<file path="config.mk">
export PLATFORM = sky130hd
export DESIGN_NAME = ram_arbiter_flat
export DESIGN_NICKNAME = d
export VERILOG_FILES = /design/src/rtl/ram_arbiter_if.sv /design/src/rtl/ram_arbiter.sv /design/src/flat_wrapper.sv
export SDC_FILE = /design/constraint.sdc
export NUM_CORES = 1
export LEC_CHECK = 0
export BUFFER_PORTS_ARGS = -buffer_cell sky130_fd_sc_hd__buf_2
export CELL_PAD_IN_SITES_DETAIL_PLACEMENT = 1
export CELL_PAD_IN_SITES_GLOBAL_PLACEMENT = 1
export CORE_MARGIN = 8
export CORE_UTILIZATION = 43
export CTS_BUF_LIST = sky130_fd_sc_hd__clkbuf_8
export DETAILED_ROUTE_END_ITERATION = 8
export PLACE_DENSITY = 0.95
export SETUP_SLACK_MARGIN = 0.5
export SLEW_MARGIN = 5
export SYNTH_ARGS = -nofsm -noshare
export SYNTH_HDL_FRONTEND = slang
export SYNTH_SLANG_ARGS = --single-unit
</file>
<file path="constraint.sdc">
create_clock -name clk -period 2.85 [get_ports clk]
set_clock_uncertainty 0.2 [all_clocks]
set_input_delay 0.1425 -clock clk [delete_from_list [all_inputs] [get_ports clk]]
set_output_delay 0.1425 -clock clk [all_outputs]
set_load 0.01 [all_outputs]
</file>
<file path="src/rtl/ram_arbiter_if.sv">
// Requester A/B handshakes and the single RAM port, grouped for the arbiter.
// The arbiter takes the slave view; requesters and the RAM model take the master view.
interface ram_arbiter_if #(
    parameter int ADDR_SIZE = 10,
    parameter int WORD_SIZE = 8
);
    logic                 a_req;
    logic                 a_we;
    logic [ADDR_SIZE-1:0] a_addr;
    logic [WORD_SIZE-1:0] a_wdata;
    logic                 a_ack;
    logic [WORD_SIZE-1:0] a_rdata;

    logic                 b_req;
    logic                 b_we;
    logic [ADDR_SIZE-1:0] b_addr;
    logic [WORD_SIZE-1:0] b_wdata;
    logic                 b_ack;
    logic [WORD_SIZE-1:0] b_rdata;

    logic [ADDR_SIZE-1:0] mem_addr;
    logic [WORD_SIZE-1:0] mem_wdata;
    logic                 mem_wr;
    logic                 mem_cs;
    logic [WORD_SIZE-1:0] mem_rdata;

    modport slave (
        input  a_req, a_we, a_addr, a_wdata,
        output a_ack, a_rdata,
        input  b_req, b_we, b_addr, b_wdata,
        output b_ack, b_rdata,
        output mem_addr, mem_wdata, mem_wr, mem_cs,
        input  mem_rdata
    );

    modport master (
        output a_req, a_we, a_addr, a_wdata,
        input  a_ack, a_rdata,
        output b_req, b_we, b_addr, b_wdata,
        input  b_ack, b_rdata,
        input  mem_addr, mem_wdata, mem_wr, mem_cs,
        output mem_rdata
    );
endinterface

</file>
<file path="src/rtl/ram_arbiter.sv">
// Two-port round-robin arbiter for a single-port async-read RAM; clears the RAM
// after reset, then serialises A/B requests as IDLE -> ACCESS -> RESP.
module ram_arbiter #(
    parameter int ADDR_SIZE = 10,
    parameter int WORD_SIZE = 8,
    parameter int MEM_SIZE  = 1024
) (
    input  logic         clk,
    input  logic         rst_n,
    output logic         init_done,
    ram_arbiter_if.slave bus
);
    localparam int unsigned        LAST_WORD  = MEM_SIZE - 1;
    localparam logic [ADDR_SIZE:0] SWEEP_LAST = LAST_WORD[ADDR_SIZE:0];

    typedef enum logic [1:0] {INIT, IDLE, ACCESS, RESP} state_t;

    state_t               state_q, state_d;
    logic [ADDR_SIZE:0]   sweep_cnt_q, sweep_cnt_d;
    logic                 init_done_q, init_done_d;
    logic                 last_grant_b_q, last_grant_b_d;
    logic                 grant_b_q, grant_b_d;
    logic                 grant_we_q, grant_we_d;
    logic                 a_ack_q, a_ack_d;
    logic                 b_ack_q, b_ack_d;
    logic [WORD_SIZE-1:0] a_rdata_q, a_rdata_d;
    logic [WORD_SIZE-1:0] b_rdata_q, b_rdata_d;
    logic [ADDR_SIZE-1:0] mem_addr_q, mem_addr_d;
    logic [WORD_SIZE-1:0] mem_wdata_q, mem_wdata_d;
    logic                 mem_wr_q, mem_wr_d;
    logic                 mem_cs_q, mem_cs_d;
    logic                 win_b;

    // B wins when it is the only requester, or on a tie when A had the last tie.
    function automatic logic pick_b(input logic a_req, input logic b_req,
                                    input logic last_b);
        return b_req && (!a_req || !last_b);
    endfunction

    assign win_b = pick_b(bus.a_req, bus.b_req, last_grant_b_q);

    always_comb begin
        state_d        = state_q;
        sweep_cnt_d    = sweep_cnt_q;
        init_done_d    = init_done_q;
        last_grant_b_d = last_grant_b_q;
        grant_b_d      = grant_b_q;
        grant_we_d     = grant_we_q;
        a_ack_d        = 1'b0;
        b_ack_d        = 1'b0;
        a_rdata_d      = a_rdata_q;
        b_rdata_d      = b_rdata_q;
        mem_addr_d     = mem_addr_q;
        mem_wdata_d    = mem_wdata_q;
        mem_wr_d       = mem_wr_q;
        mem_cs_d       = mem_cs_q;

        case (state_q)
            INIT: begin
                mem_addr_d  = sweep_cnt_q[ADDR_SIZE-1:0];
                mem_wdata_d = '0;
                mem_wr_d    = 1'b1;
                mem_cs_d    = 1'b1;
                sweep_cnt_d = sweep_cnt_q + 1'b1;
                // The last word's write is still on the bus during the first IDLE cycle.
                if (sweep_cnt_q == SWEEP_LAST) begin
                    state_d     = IDLE;
                    init_done_d = 1'b1;
                end
            end
            IDLE: begin
                mem_wr_d = 1'b0;
                mem_cs_d = 1'b0;
                if (bus.a_req && bus.b_req) begin
                    last_grant_b_d = win_b;
                end
                if (bus.a_req || bus.b_req) begin
                    grant_b_d   = win_b;
                    grant_we_d  = win_b ? bus.b_we    : bus.a_we;
                    mem_addr_d  = win_b ? bus.b_addr  : bus.a_addr;
                    mem_wdata_d = win_b ? bus.b_wdata : bus.a_wdata;
                    state_d     = ACCESS;
                end
            end
            ACCESS: begin
                mem_cs_d = 1'b1;
                mem_wr_d = grant_we_q;
                state_d  = RESP;
            end
            RESP: begin
                mem_wr_d = 1'b0;
                mem_cs_d = 1'b1;
                if (grant_b_q) begin
                    b_ack_d = 1'b1;
                    if (!grant_we_q) b_rdata_d = bus.mem_rdata;
                end else begin
                    a_ack_d = 1'b1;
                    if (!grant_we_q) a_rdata_d = bus.mem_rdata;
                end
                state_d = IDLE;
            end
            default: state_d = INIT;
        endcase
    end

    always_ff @(posedge clk or negedge rst_n) begin
        if (!rst_n) begin
            state_q        <= INIT;
            sweep_cnt_q    <= '0;
            init_done_q    <= 1'b0;
            last_grant_b_q <= 1'b1;
            grant_b_q      <= 1'b0;
            grant_we_q     <= 1'b0;
            a_ack_q        <= 1'b0;
            b_ack_q        <= 1'b0;
            a_rdata_q      <= '0;
            b_rdata_q      <= '0;
            mem_addr_q     <= '0;
            mem_wdata_q    <= '0;
            mem_wr_q       <= 1'b0;
            mem_cs_q       <= 1'b0;
        end else begin
            state_q        <= state_d;
            sweep_cnt_q    <= sweep_cnt_d;
            init_done_q    <= init_done_d;
            last_grant_b_q <= last_grant_b_d;
            grant_b_q      <= grant_b_d;
            grant_we_q     <= grant_we_d;
            a_ack_q        <= a_ack_d;
            b_ack_q        <= b_ack_d;
            a_rdata_q      <= a_rdata_d;
            b_rdata_q      <= b_rdata_d;
            mem_addr_q     <= mem_addr_d;
            mem_wdata_q    <= mem_wdata_d;
            mem_wr_q       <= mem_wr_d;
            mem_cs_q       <= mem_cs_d;
        end
    end

    assign init_done     = init_done_q;
    assign bus.a_ack     = a_ack_q;
    assign bus.b_ack     = b_ack_q;
    assign bus.a_rdata   = a_rdata_q;
    assign bus.b_rdata   = b_rdata_q;
    assign bus.mem_addr  = mem_addr_q;
    assign bus.mem_wdata = mem_wdata_q;
    assign bus.mem_wr    = mem_wr_q;
    assign bus.mem_cs    = mem_cs_q;
endmodule

</file>
<file path="src/flat_wrapper.sv">
// flat-port wrapper written by rule: the top's interface ports become plain ports
module ram_arbiter_flat 
#(
    parameter int ADDR_SIZE = 10,
    parameter int WORD_SIZE = 8,
    parameter int MEM_SIZE  = 1024
)
  (clk, rst_n, init_done, bus_a_req, bus_a_we, bus_a_addr, bus_a_wdata, bus_a_ack, bus_a_rdata, bus_b_req, bus_b_we, bus_b_addr, bus_b_wdata, bus_b_ack, bus_b_rdata, bus_mem_addr, bus_mem_wdata, bus_mem_wr, bus_mem_cs, bus_mem_rdata);
  ram_arbiter_if #(.ADDR_SIZE(ADDR_SIZE), .WORD_SIZE(WORD_SIZE)) bus_i ();
  input  logic clk;
  input  logic rst_n;
  output logic init_done;
  input wire logic [$bits(bus_i.a_req)-1:0] bus_a_req;
  input wire logic [$bits(bus_i.a_we)-1:0] bus_a_we;
  input wire logic [$bits(bus_i.a_addr)-1:0] bus_a_addr;
  input wire logic [$bits(bus_i.a_wdata)-1:0] bus_a_wdata;
  output wire logic [$bits(bus_i.a_ack)-1:0] bus_a_ack;
  output wire logic [$bits(bus_i.a_rdata)-1:0] bus_a_rdata;
  input wire logic [$bits(bus_i.b_req)-1:0] bus_b_req;
  input wire logic [$bits(bus_i.b_we)-1:0] bus_b_we;
  input wire logic [$bits(bus_i.b_addr)-1:0] bus_b_addr;
  input wire logic [$bits(bus_i.b_wdata)-1:0] bus_b_wdata;
  output wire logic [$bits(bus_i.b_ack)-1:0] bus_b_ack;
  output wire logic [$bits(bus_i.b_rdata)-1:0] bus_b_rdata;
  output wire logic [$bits(bus_i.mem_addr)-1:0] bus_mem_addr;
  output wire logic [$bits(bus_i.mem_wdata)-1:0] bus_mem_wdata;
  output wire logic [$bits(bus_i.mem_wr)-1:0] bus_mem_wr;
  output wire logic [$bits(bus_i.mem_cs)-1:0] bus_mem_cs;
  input wire logic [$bits(bus_i.mem_rdata)-1:0] bus_mem_rdata;
  assign bus_i.a_req = bus_a_req;
  assign bus_i.a_we = bus_a_we;
  assign bus_i.a_addr = bus_a_addr;
  assign bus_i.a_wdata = bus_a_wdata;
  assign bus_a_ack = bus_i.a_ack;
  assign bus_a_rdata = bus_i.a_rdata;
  assign bus_i.b_req = bus_b_req;
  assign bus_i.b_we = bus_b_we;
  assign bus_i.b_addr = bus_b_addr;
  assign bus_i.b_wdata = bus_b_wdata;
  assign bus_b_ack = bus_i.b_ack;
  assign bus_b_rdata = bus_i.b_rdata;
  assign bus_mem_addr = bus_i.mem_addr;
  assign bus_mem_wdata = bus_i.mem_wdata;
  assign bus_mem_wr = bus_i.mem_wr;
  assign bus_mem_cs = bus_i.mem_cs;
  assign bus_i.mem_rdata = bus_mem_rdata;
  ram_arbiter #(.ADDR_SIZE(ADDR_SIZE), .WORD_SIZE(WORD_SIZE), .MEM_SIZE(MEM_SIZE)) u_core (.clk(clk), .rst_n(rst_n), .init_done(init_done), .bus(bus_i));
endmodule
</file>
### Yosys cells after proc, flatten, opt, wreduce, memory -nomap -nowiden

Index checks and enable logic that the tools add are counted.

| word-level totals | value |
|---|---|
| flip-flop bits (word level) | 55 |
| output and inout port bits | 39 |
| word-level logic and storage cells | 56 |

| cells by class | value |
|---|---|
| $add $sub $neg | 1 |
| eq/ne operators | 6 |
| multiplexer cells | 16 |
| bitwise operators | 2 |
| reduce and logical (&&, ||, !) cells | 17 |

Operators by type and width:

| cell | count |
|---|---|
| two-way mux 10 bit | 2 |
| one-hot mux 10 bit (2 select lines) | 1 |
| two-way mux 8 bit | 2 |
| one-hot mux 8 bit (2 select lines) | 1 |
| adder 11 x 1 -> 11 bit (second input constant) | 1 |
| equality test 11 x 10 -> 1 bit (second input constant) | 1 |
| AND reduction 2 bit | 5 |
| one-hot mux 2 bit (4 select lines) | 1 |
| AND reduction 3 bit | 2 |
| two-way mux 1 bit | 5 |
| equality test 2 bit (second input constant) | 2 |
| two-way mux 2 bit | 2 |
| inequality test 2 x 1 -> 1 bit (second input constant) | 2 |
| one-hot mux 1 bit (3 select lines) | 1 |
| OR reduction 3 bit | 1 |
| equality test 2 x 1 -> 1 bit (second input constant) | 1 |
| logical AND 1 bit | 2 |
| logical NOT 1 bit | 2 |
| logical NOT 2 bit | 1 |
| logical OR 1 bit | 2 |
| inverter 1 bit | 2 |
| one-hot mux 1 bit (2 select lines) | 1 |
| nonzero test 2 bit | 1 |
| OR reduction 2 bit | 1 |

### Logic depth before layout (Yosys ltp)

| logic depth | value |
|---|---|
| depth after elaboration | 6 |
| gate-level depth with buffers | 7 |
| gate-level depth less buffers | 5 |

### Worst setup path after synthesis

Ideal clock, no wire load.

| timing path | value |
|---|---|
| path type | reg2reg |
| from | reg u_core.state_q[0] |
| to | reg u_core.state_q[1] |
| setup time | 128 ps |
| data arrival time | 1450 ps |
| data required time | 2522 ps |
| path slack | 1072 ps |
| cell stages (with the launch flop) | 7 |
| path buffers | 1 |
| cells stage by stage | dfrtp_1 inv_1 ha_1 clkbuf_1 o21ai_1 nand3_1 mux2_1 |

| on the way | value |
|---|---|
| word-level cells in the longest chain between the ends | 3 |

Ends and longest elaborated chain:

| item | line | source |
|---|---|---|
| from (decl) | ram_arbiter.sv:18 | `state_t state_q, state_d;` |
| from (signal assigned) | ram_arbiter.sv:123 | `state_q <= state_d;` |
| equality test 2 x 1 -> 1 bit or logical NOT 2 bit (tied branches) | ram_arbiter.sv:58 | `case (state_q)` |
| inequality test 2 x 1 -> 1 bit (no source line) | -- |  |
| AND reduction 2 bit (no source line) | -- |  |

Parallel ways exist; a longest one is shown, timed or not.
A chain may end at the register's enable or synchronous reset.

### Final worst setup path

| timing path | value |
|---|---|
| from | reg u_core.state_q[1] |
| to | reg u_core.grant_b_q |

| on the way | value |
|---|---|
| word-level cells in the longest chain between the ends | 2 |

Ends and longest elaborated chain:

| item | line | source |
|---|---|---|
| equality test 2 x 1 -> 1 bit | ram_arbiter.sv:58 |  |
| AND reduction 2 bit (no source line) | -- |  |
| to (signal assigned) | ram_arbiter.sv:127 | `grant_b_q <= grant_b_d;` |
| to (decl) | ram_arbiter.sv:22 | `logic grant_b_q, grant_b_d;` |

Every way passes these cells.

==> results.tsv <==
stage	metric	value	unit
run_status	outcome	completed	
drt	post-route ant nets	0	
cts	CTS tree	done	
synth	post-synthesis xor/xnor area fraction	0.0376	
flow_run	Max-Cap Viols	0	
global_routing	Tot GR Track Use	0.251	
power	pwr dens	999	nW/um^2
sta	Max Slew Vio Count	0	
sta	final hold vios	0	
drt	drt pass-1 iters	4	
global_routing	GRT overflow	0	
power	Sw Ratio	0.429	
cts	CTS buffer count	5	
power	Logic pwr share	0.474	
synth	combinational family with the most area after synthesis	compound AO/OA/AOI/OAI gates	
synth	ys flop type	dfrtp_1	
setup_path	Arr. time, crit path	2.12	ns
synth	Post-synth EDFFs	0	
sta	relative slew slack	0.367	
drt	Avg WL per Cell	25.3	um
power	clock share of power	0.126	
setup_path	WS Path Type	reg -> reg	
synth	Seq cells post-synth	55	
drt	DR iter-0 viols	174	
power	Leak	1.67	nW
synth	Synth Net Count	269	
sta	final setup margin	0.717	ns
finish	Nets	397	
drt	drc violations	0	
worst_hold_path	type of the worst min-delay path	in -> reg	
synth	Compound-Gate Fraction of Synth Area	0.139	
power	sequential share of power	0.400	
setup_path	Setup crit start kind	flip-flop	
synth	Yosys cell types	34	
drt	final WL	10600	um
floorplan	# rows	28	
cts	post-CTS setup buffers	0	
sta	Period minus WS final	2.13	ns
synth	Synth area leader	dfrtp_1	
synth	count leader, synth	dfrtp_1	
sta	Peak Freq	469	MHz
synth	Post-synth ARST share	1.00	
sta	Hold WS	0.00667	ns
sta	slew at the pin closest to its max-slew limit	0.949	ns
finish	number of fill cells	613	
floorplan	die height	93.2	um
setup_path	Required @ worst endpoint	2.84	ns
cts	Root Driver	clkbuf_8	
global_routing	vias in the first global route	2748	
floorplan	die area	8690	um^2
sta	fin crit share	0.748	
placed_design	DP HPWL	6030	um
power	worst vdd ir	396	uV
cts	Clock Sinks	55	
synth	Synth Warn #	0	
setup_path	crit-path max FO	24	
global_routing	global-route wire length before repair	16400	um
synth	Syn Inst Count	213	
synth	Seq/Total Area, Yosys	0.537	
sta	setup_tns	0	ns
sta	final setup fails	0	
floorplan	Core ar.	5850	um^2
synth	mux share of post-synthesis cell area	0.122	
finish	Ant. Diodes	0	
finish	Cell Count, Final, Fillers Out	417	
synth	Synth area leaders	dfrtp_1 53%, mux2_2 7.5%, mux2i_1 4.3%	
placed_design	port buffer count	88	
placed_design	Inst Count DP	368	
global_routing	largest net degree at the start of global routing	43	
floorplan	Die X	93.2	um
finish	area delta synth->final	39.1	%
setup_path	crit path capture type	flip-flop	
cts	Worst-Skew Late Latency	0.32	ns
finish	fraction of layout cells with a size suffix above 1	0.365	
cts	clock tree buffer depth	2	
global_routing	initial antenna violation count	0	
synth	Synth top area share	0.527	
synth	Commonest cells post-synth	54 x dfrtp_1, 17 x mux2_2, 15 x nand2_1, 12 x nor2b_1, 11 x mux2i_1	
floorplan	I/O pin cnt	89	
drt	vias	2413	
placed_design	pre-CTS setup slack	0.642	ns
synth	cell area after synthesis	2560	um^2
placed_design	Placer Congestion	0.779	
cts	H-tree depth	2	
power	Psw	1.53	mW
cts	Worst-path clk slew	0.11	ns
sta	unrepaired setup endpoints after global routing	false	
synth	Synth Area in Adders	0.0293	
power	internal power	2.03	mW
drt	drt via density	5.79	
floorplan	initial core utilization	0.438	
synth	mean post-synth cell area	12.0	um^2
synth	simple-gate share of the synthesized area	0.0966	
repair_timing:
action / CTS / global route
setup endpoints to repair: 0 / 8
gates resized for setup: 0 / 3
hold buffers: 41 / 0
hold endpoints to repair: 75 / 0
flip-flops by register name, summed over array words and instances (netlist names), 2 cells and up:
register / cells
u_core.sweep_cnt_q: 11
u_core.bus.mem_addr: 10
u_core.bus.a_rdata: 8
u_core.bus.b_rdata: 8
u_core.bus.mem_wdata: 8
u_core.state_q: 2
metal layers:
metal | global-route usage | share of wire
met5 | 0 | 0
met4 | 0.138 | 0.047
met3 | 0.0465 | 0.060
met2 | 0.442 | 0.53
met1 | 0.281 | 0.36
power by group through the flow:
stage / registers [mW] / logic (mW) / clock network [mW]
floorplan: 1.46 / 0.827 / 0
finish: 1.43 / 1.69 / 0.448
detailed placement: 1.39 / 1.52 / 0
CTS: 1.38 / 1.58 / 0.440
global route: 1.45 / 1.80 / 0.480
global placement: 1.35 / 1.40 / 0
path summary, 6_finish.rpt:
kind                                                startpoint                             endpoint  slack [ns]  cells after the start
hold / removal                                   bus_a_addr[0]   u_core.bus.mem_addr[0]$_DFFE_PN0P_       0.007                      3
setup / recovery                 u_core.state_q[1]$_DFFE_PN0P_         u_core.grant_b_q$_DFFE_PN0P_        0.72                      5
min in group asynchronous                                rst_n   u_core.bus.mem_addr[5]$_DFFE_PN0P_        0.31                      2
max in group asynchronous                                rst_n  u_core.bus.mem_wdata[2]$_DFFE_PN0P_        1.34                      3
setup reg to reg                 u_core.state_q[1]$_DFFE_PN0P_         u_core.grant_b_q$_DFFE_PN0P_        0.72                      5
hold reg to reg            u_core.bus.mem_wdata[3]$_DFFE_PN0P_  u_core.bus.mem_wdata[3]$_DFFE_PN0P_        0.30                      1
cells in the final DEF (no fill, tap or decap), drive strengths merged:
cell	netlist	routed
a211oi	9	9
a21boi	1	1
a22o	1	1
a31o	1	1
a31oi	9	9
a32oi	9	9
and2	1	1
and3	2	2
buf	8	93
clkbuf	5	5
clkinv	0	1
clkinvlp	0	2
dfrtp	54	54
dfstp	1	1
dlygate4sd3	0	41
ha	6	6
inv	5	5
mux2	18	18
mux2i	11	11
nand2	15	15
nand2b	3	3
nand3	4	4
nand4	6	6
nor2	5	5
nor2b	12	12
o21ai	5	5
o2bb2ai	8	8
o31ai	2	2
o32a	1	1
xnor2	6	6
xor2	5	5
stage by stage:
step / utilization / cell area [um^2] / total power, mW
final: 0.610 / 3570 / 3.56
after detailed placement: 0.522 / 3060 / 2.91
after CTS: 0.608 / 3550 / 3.40
after global routing: 0.610 / 3570 / 3.73
after global placement: 0.522 / 3060 / 2.75
after floorplan: - / 2560 / 2.29
logic make-up (layout without fill, tap and decap cells):
family                     Yosys count  in the layout
DFF                                 55             55
and+or+nand+nor                     48             48
AOI/OAI and AO/OA                   46             46
muxes                               29             29
buffers and inverters               18            147
xor gates and xnor gates            11             11
adders and majority gates            6              6
worst max-delay path, stage by stage (launching register included):
cell,delay [ns]
dfrtp_1,0.43
inv_1,0.14
ha_1,0.23
buf_4,0.30
o21ai_1,0.35
a22o_1,0.35
area by class of cell:
type,instances,area (um^2),share of cell area
flip-flops and latches,55,1380,0.386
multi-input cells,140,1100,0.308
repair buffers,134,888,0.249
well taps,75,93.8,0.0263
clock buffers,5,68.8,0.0193
clock inverters,3,20.0,0.00561
inverters,5,18.8,0.00526
(Power assumes the default switching activity.)
